==> src/rtl/gpio_wb_arbiter.sv <==
// Two-master round-robin Wishbone arbiter for the GPIO register bank slave port.
// Grant is held for the whole CYC span; a watchdog turns a silent slave into an ERR pulse.
//
// state | meaning
// IDLE  | no owner, slave port quiet, arbitration on requests
// OWN0  | master 0 owns the slave until it drops CYC or times out
// OWN1  | master 1 owns the slave until it drops CYC or times out
module gpio_wb_arbiter #(
    parameter int TIMEOUT_CYCLES = 16,
    parameter int ADR_W          = 17
) (
    input  logic             WBs_CLK_i,
    input  logic             WBs_RST_i,
    input  logic [ADR_W-1:0] M0_ADR_i,
    input  logic             M0_CYC_i,
    input  logic             M0_STB_i,
    input  logic             M0_WE_i,
    input  logic [3:0]       M0_BYTE_STB_i,
    input  logic [31:0]      M0_DAT_i,
    output logic [31:0]      M0_DAT_o,
    output logic             M0_ACK_o,
    output logic             M0_ERR_o,
    input  logic [ADR_W-1:0] M1_ADR_i,
    input  logic             M1_CYC_i,
    input  logic             M1_STB_i,
    input  logic             M1_WE_i,
    input  logic [3:0]       M1_BYTE_STB_i,
    input  logic [31:0]      M1_DAT_i,
    output logic [31:0]      M1_DAT_o,
    output logic             M1_ACK_o,
    output logic             M1_ERR_o,
    output logic [ADR_W-1:0] S_ADR_o,
    output logic             S_CYC_o,
    output logic             S_STB_o,
    output logic             S_WE_o,
    output logic [3:0]       S_BYTE_STB_o,
    output logic [31:0]      S_DAT_o,
    input  logic [31:0]      S_DAT_i,
    input  logic             S_ACK_i,
    output logic [1:0]       GRANT_o
);

    localparam int CNT_W = (TIMEOUT_CYCLES > 0) ? $clog2(TIMEOUT_CYCLES + 1) : 1;

    typedef enum logic [1:0] {IDLE, OWN0, OWN1} state_t;

    state_t           state, state_nxt;
    logic             last_grant, last_grant_nxt;
    logic [CNT_W-1:0] cnt, cnt_nxt;

    logic             req0, req1;
    logic             own0, own1;
    logic             m_cyc, m_stb;
    logic             tmo;

    always_ff @(posedge WBs_CLK_i or posedge WBs_RST_i) begin
        if (WBs_RST_i) begin
            state      <= IDLE;
            last_grant <= 1'b1;
            cnt        <= '0;
        end else begin
            state      <= state_nxt;
            last_grant <= last_grant_nxt;
            cnt        <= cnt_nxt;
        end
    end

    assign req0 = M0_CYC_i && M0_STB_i;
    assign req1 = M1_CYC_i && M1_STB_i;
    assign own0 = (state == OWN0);
    assign own1 = (state == OWN1);
    assign m_cyc = own1 ? M1_CYC_i : M0_CYC_i;
    assign m_stb = own1 ? M1_STB_i : M0_STB_i;

    // A same-cycle ACK beats the timeout match.
    assign tmo = (TIMEOUT_CYCLES != 0) && (own0 || own1) &&
                 (cnt == CNT_W'(TIMEOUT_CYCLES)) && !S_ACK_i;

    always_comb begin
        state_nxt      = state;
        last_grant_nxt = last_grant;
        cnt_nxt        = '0;

        case (state)
            IDLE: begin
                if (req0 && (!req1 || last_grant)) begin
                    state_nxt = OWN0;
                end else if (req1) begin
                    state_nxt = OWN1;
                end
            end
            OWN0, OWN1: begin
                if (tmo || !m_cyc) begin
                    state_nxt      = IDLE;
                    last_grant_nxt = own1;
                end else if (!S_ACK_i && m_stb && (TIMEOUT_CYCLES != 0)) begin
                    cnt_nxt = cnt + CNT_W'(1);
                end
            end
            default: state_nxt = IDLE;
        endcase
    end

    always_comb begin
        S_ADR_o      = '0;
        S_CYC_o      = 1'b0;
        S_STB_o      = 1'b0;
        S_WE_o       = 1'b0;
        S_BYTE_STB_o = '0;
        S_DAT_o      = '0;
        M0_ACK_o     = 1'b0;
        M1_ACK_o     = 1'b0;
        M0_ERR_o     = 1'b0;
        M1_ERR_o     = 1'b0;

        if (own0) begin
            S_ADR_o      = M0_ADR_i;
            S_CYC_o      = M0_CYC_i && !tmo;
            S_STB_o      = M0_STB_i && !tmo;
            S_WE_o       = M0_WE_i;
            S_BYTE_STB_o = M0_BYTE_STB_i;
            S_DAT_o      = M0_DAT_i;
            M0_ACK_o     = S_ACK_i;
            M0_ERR_o     = tmo;
        end else if (own1) begin
            S_ADR_o      = M1_ADR_i;
            S_CYC_o      = M1_CYC_i && !tmo;
            S_STB_o      = M1_STB_i && !tmo;
            S_WE_o       = M1_WE_i;
            S_BYTE_STB_o = M1_BYTE_STB_i;
            S_DAT_o      = M1_DAT_i;
            M1_ACK_o     = S_ACK_i;
            M1_ERR_o     = tmo;
        end
    end

    assign M0_DAT_o = S_DAT_i;
    assign M1_DAT_o = S_DAT_i;
    assign GRANT_o  = {own1, own0};

endmodule
==> config.mk <==
export PLATFORM = sky130hd
export DESIGN_NAME = gpio_wb_arbiter
export DESIGN_NICKNAME = d
export VERILOG_FILES = /design/src/rtl/gpio_wb_arbiter.sv
export SDC_FILE = /design/constraint.sdc
export NUM_CORES = 1
export LEC_CHECK = 0
export ABC_CLOCK_PERIOD_IN_PS = 1740
export CAP_MARGIN = 20
export CORE_ASPECT_RATIO = 0.6
export CORE_MARGIN = 4
export CORE_UTILIZATION = 21
export CTS_CLUSTER_DIAMETER = 60
export DETAILED_ROUTE_END_ITERATION = 12
export PLACE_DENSITY = 0.87
export SLEW_MARGIN = 20
export SYNTH_ARGS = -nofsm -noshare
export SYNTH_HDL_FRONTEND = slang
export SYNTH_SLANG_ARGS = --single-unit
==> constraint.sdc <==
create_clock -name WBs_CLK_i -period 1.74 [get_ports WBs_CLK_i]
set_clock_uncertainty 0.05 [all_clocks]
set_input_delay 0.261 -clock WBs_CLK_i [delete_from_list [all_inputs] [get_ports WBs_CLK_i]]
set_output_delay 0.261 -clock WBs_CLK_i [all_outputs]
set_load 0.01 [all_outputs]
==> After elaboration in Yosys (flattened, before gate mapping) <==
Cells that the tools add are included.
{ "word_totals": {"word_cells": 57, "output_inout_bits": 126, "regBits": 8, "input_bits": 147} }
{ "classes": {"eq_ne": 5, "muxes": 27, "n_addsub": 1, "reduce_logical": 21} }
{ "op_table": {"columns": ["op", "count"], "rows": [
  ["$mux W32", 2],
  ["$mux W17", 2],
  ["$mux W5", 3],
  ["$mux W1", 14],
  ["$logic_and A1 B1 Y1", 10],
  ["$mux W4", 2],
  ["$mux W2", 3],
  ["$add A5 B1 Y5 const B", 1],
  ["$eq A5 B5 Y1 const B", 1],
  ["$logic_not A1 Y1", 4],
  ["$pmux W2 S2", 1],
  ["$reduce_and A2 Y1", 2],
  ["$logic_or A1 B1 Y1", 3],
  ["$ne A3 B3 Y1 const B", 1],
  ["$eq A2 B1 Y1 const B", 1],
  ["$eq A2 B2 Y1 const B", 1],
  ["$logic_not A2 Y1", 1],
  ["$ne A2 B2 Y1 const B", 1],
  ["$reduce_or A2 Y1", 1]
]} }

==> Logic depth before layout (Yosys ltp) <==
{ "logic_depth": {"ltp_word": 8, "depth_mapped": 7} }

==> Worst setup path after synthesis <==
OpenSTA, ideal clock, no wires.
{ "synth_path": {"path_type": "reg2out", "startpoint": "reg state[1]", "endpoint": "out M1_ERR_o", "t_required_ns": 1.429, "t_arrival_ns": 1.457, "stages_incl_launch_ff": 6, "slack_ns": -0.028, "cell_sequence": "dfrtp_1 inv_1 ha_1 clkbuf_1 clkbuf_1 nor4_1"} }
{ "synth_between": {"elab_chain_cells": 6} }
{ "synth_lines": {"columns": ["element", "line_no", "rtl"], "rows": [
  ["from (decl)", "47", "state_t state, state_nxt;"],
  ["from (signal assigned)", "62", "state <= state_nxt;"],
  ["$eq A2 B1 Y1 (*)", "70", "assign own0 = (state == OWN0);"],
  ["via own0", "52", "logic own0, own1;"],
  ["$logic_or A1 B1 Y1", "76", "assign tmo = (TIMEOUT_CYCLES != 0) && (own0 || own1) &&"],
  ["$logic_and A1 B1 Y1", "76", null],
  ["$logic_and A1 B1 Y1", "77", "(cnt == CNT_W'(TIMEOUT_CYCLES)) && !S_ACK_i;"],
  ["$mux W1", "125", "end else if (own1) begin"],
  ["$mux W1 (*)", "116", "if (own0) begin"],
  ["to (decl)", "31", "output logic M1_ERR_o,"]
]} }
Mark *: on every way through the listed nets, which the timed path passes. The rest lies on a longest branch.

==> Worst setup path in the final report <==
{ "layout_path": {"startpoint": "reg cnt[1]", "endpoint": "out S_CYC_o"} }
{ "layout_between": {"elab_chain_cells": 7} }
{ "layout_lines": {"columns": ["element", "line_no", "rtl"], "rows": [
  ["from (decl)", "49", "logic [CNT_W-1:0] cnt, cnt_nxt;"],
  ["from (signal assigned)", "64", "cnt <= cnt_nxt;"],
  ["$eq A5 B5 Y1 (*)", "77", null],
  ["$logic_and A1 B1 Y1 (*)", "76", null],
  ["$logic_and A1 B1 Y1 (*)", "77", null],
  ["$logic_not A1 Y1 (*)", "118, 127", null],
  ["$logic_and A1 B1 Y1", "127", "S_CYC_o = M1_CYC_i && !tmo;"],
  ["$mux W1", "125", null],
  ["$mux W1 (*)", "116", null],
  ["to (decl)", "33", "output logic S_CYC_o,"]
]} }
Every way passes the cells marked *; elsewhere a longest branch is shown, timed or not.

==> metrics.cfg <==
[yosys]
ys_seq_area_frac=0.113
postSynthAreaPerCell_um2=6.33
yosys.area.top_type=buf_4
yosys-top-cells-area=buf_4 28%, nand2_1 18%, o21ai_0 12%, dfrtp_1 9.8%, a22o_1 6.9%
ys_seq_elements=8
synth_top_area_share=0.278
synth_nets=434
syn-instance-count=282
ys_types=33
syn-cell-area_um2=1790
yosysWarnings=0

[critical_path]
path_delay_family=simple AND/OR/NAND/NOR gates
required_ns=1.43
start_kind=flip-flop
crit_arrival_ns=1.75
critical_path_buf_inv_count=3
crit_fanout=3
path_class=flip-flop to output pin
path_cells=inv_2 > ha_4 > or4b_4 > nor2_4 > buf_6 > a21oi_2 > buf_2
critPathCaptureType=output pin
crit_path_top_delay_cell=or4b_4
cpPeakStageDelay_ns=0.50

[grt]
grt_max_degree=36
grtUsageTotal=0.189
grt_overflow=0
grt_pass1_wl_mm=15.3
antenna_found_initial=0
grt_pass1_vias=2890

[detailed_routing]
drt-initial-drc-count=79
ant_nets=0
firstDrtPassIters=4
dr_total_vias=2630
drc=0
drt-total-wl_mm=10.5
wl_per_cell_um=18.7
viasPerCell=4.70

[clocking]
cts_hold_buf=0
clkTransAtPathRegs_ns=0.04
htreeDepth=1
clk_latency_ns=0.23
clock_path_buffers=2
cts_buffers=3
clkSinkCount=8
tritoncts=done
cts_root_buf=clkbuf_16

[timing]
period_share=1.19
fin_hold_ws_ns=0.235
rsz0062_at_grt=true
tightestPinTransition_ns=0.610
final_hold_viol_count=0
setup_violations=66
post-route-min-period_ns=2.07
relSlewSlack=0.592
maxSlewViolCount=0
clock.fmax_ghz=0.484
finalWorstSetupSlack_ns=-0.325

[place]
port_buffers=176
gp_congestion=0.969
place_hpwl_mm=6.14

[floorplanning]
die_h_um=79.4
start_util=0.221
die_w_um=127
fp.coreArea_um2=8070
rows=25
dieArea_um2=10100
io_pins=273

[cells_and_area]
layout_commonest_cell=clkdlybuf4s50_1
drive_gt1_frac=0.524
antennaDiodeCount=0
fill_cells=735
area_growth_pct=146
layout_common_cells=114 x clkdlybuf4s50_1, 57 x buf_2, 48 x nand2_1
layout.nets=605

[outcome]
violations=setup timing
outcome=finished, violations left

[pwr]
ir_drop_mv=0.439
p_leak_uw=0.00201
total_power_uw=5660
powerDensity_nw_per_um2=1290

[min_path]
min_path_type=input pin to async pin

[flow_run]
maxCapViolCount=0

[layout make-up]
class / count / area [µm²] / area share
timing repair buffer: 249 / 2500 / 0.568
inverter: 8 / 32.5 / 0.00741
multi-input combinational: 183 / 1450 / 0.329
sequential: 8 / 203 / 0.0462
tap: 108 / 135 / 0.0308
clock buffer: 4 / 78.8 / 0.0179
[state kept, by name, indices dropped and copies added, names as in the netlist]
signal	flops
state	2
cnt	5
last_grant	1
[final timing paths]
path	start	end	slack, ns	cells after the start
max in group asynchronous	WBs_RST_i	last_grant	1.11	2
worst min-delay path	WBs_RST_i	cnt[2]	0.23	2
worst max register to register	state[1]	state[0]	-0.22	7
min in group WBs_CLK_i	S_DAT_i[30]	M1_DAT_o[30]	0.47	0
worst min register to register	last_grant	last_grant	0.52	2
worst max-delay path	cnt[1]	S_CYC_o	-0.33	7
[where the power goes]
group	switching [µW]	total [µW]	internal (µW)	leakage, µW
Clock	93.1	399	306	0.0000382
Sequential	37.9	272	235	0.000105
Combinational	2300	4990	2690	0.00186
Total	2430	5660	3230	0.00201
[layer usage]
layer	GRT usage	part of all wire	wire length (µm)	vias up
met2	0.346	0.52	5430	175
met1	0.218	0.36	3810	1205
met4	0.0407	0.017	181	0
met5	0	0	0	-
li1	-	-	-	1227
met3	0.0595	0.10	1040	23
[synthesized netlist by cell type (all sizes together)]
cell type	n
inv	8
o221ai	1
or4b	1
o22a	1
and2	3
a211oi	1
clkbuf	15
dfstp	1
nor4b	1
nand3b	2
ha	5
xor2	2
nor2	3
o21ai	42
a211o	1
a21oi	2
and4	2
or2	1
a2111oi	2
a22o	14
nand2	86
nand3	2
a311o	1
nor3	5
dfrtp	7
mux2i	2
and3b	1
xnor2	1
nor4	1
buf	68
[worst reg2reg max path, delay by kind of cell (launching register included)]
family                     cells  cell delay (ns)
AOI/OAI and AO/OA              2             0.63
adders and majority gates      1             0.17
buffers and inverters          3             0.39
DFF                            1             0.42
muxes                          1             0.18
[cells by family (layout without fill, tap and decap cells)]
family                     Yosys count  in the layout  synth area share
adders and majority gates            5              5            0.0350
xor gates and xnor gates             3              3            0.0147
and+or+nand+nor                    108            108             0.265
DFF                                  8              8             0.113
buffers and inverters               91            261             0.335
muxes                                2              2            0.0112
AOI/OAI and AO/OA                   65             65             0.226
[repair_timing]
item / in CTS / in global routing
gates resized for setup: 419 / 68
pin swaps: 38 / 46
setup buffers: 33 / 9
endpoints found under the setup margin: 68 / 70
cloned: 15 / 1
[through the flow]
stage / util / setup TNS [ns] / setup WS, ns / cell area [µm²] / std cells
floorplan: - / -0.312 / -0.0278 / 1790 / 282
global placement: 0.410 / -18.46 / -0.523 / 3310 / 505
detailed placement: 0.410 / -21.22 / -0.562 / 3310 / 505
CTS: 0.520 / -12.17 / -0.343 / 4200 / 557
global route: 0.544 / -15.32 / -0.374 / 4390 / 560
finish: 0.544 / -11.93 / -0.325 / 4390 / 560
No activity file was read; power rests on OpenSTA's default activity.
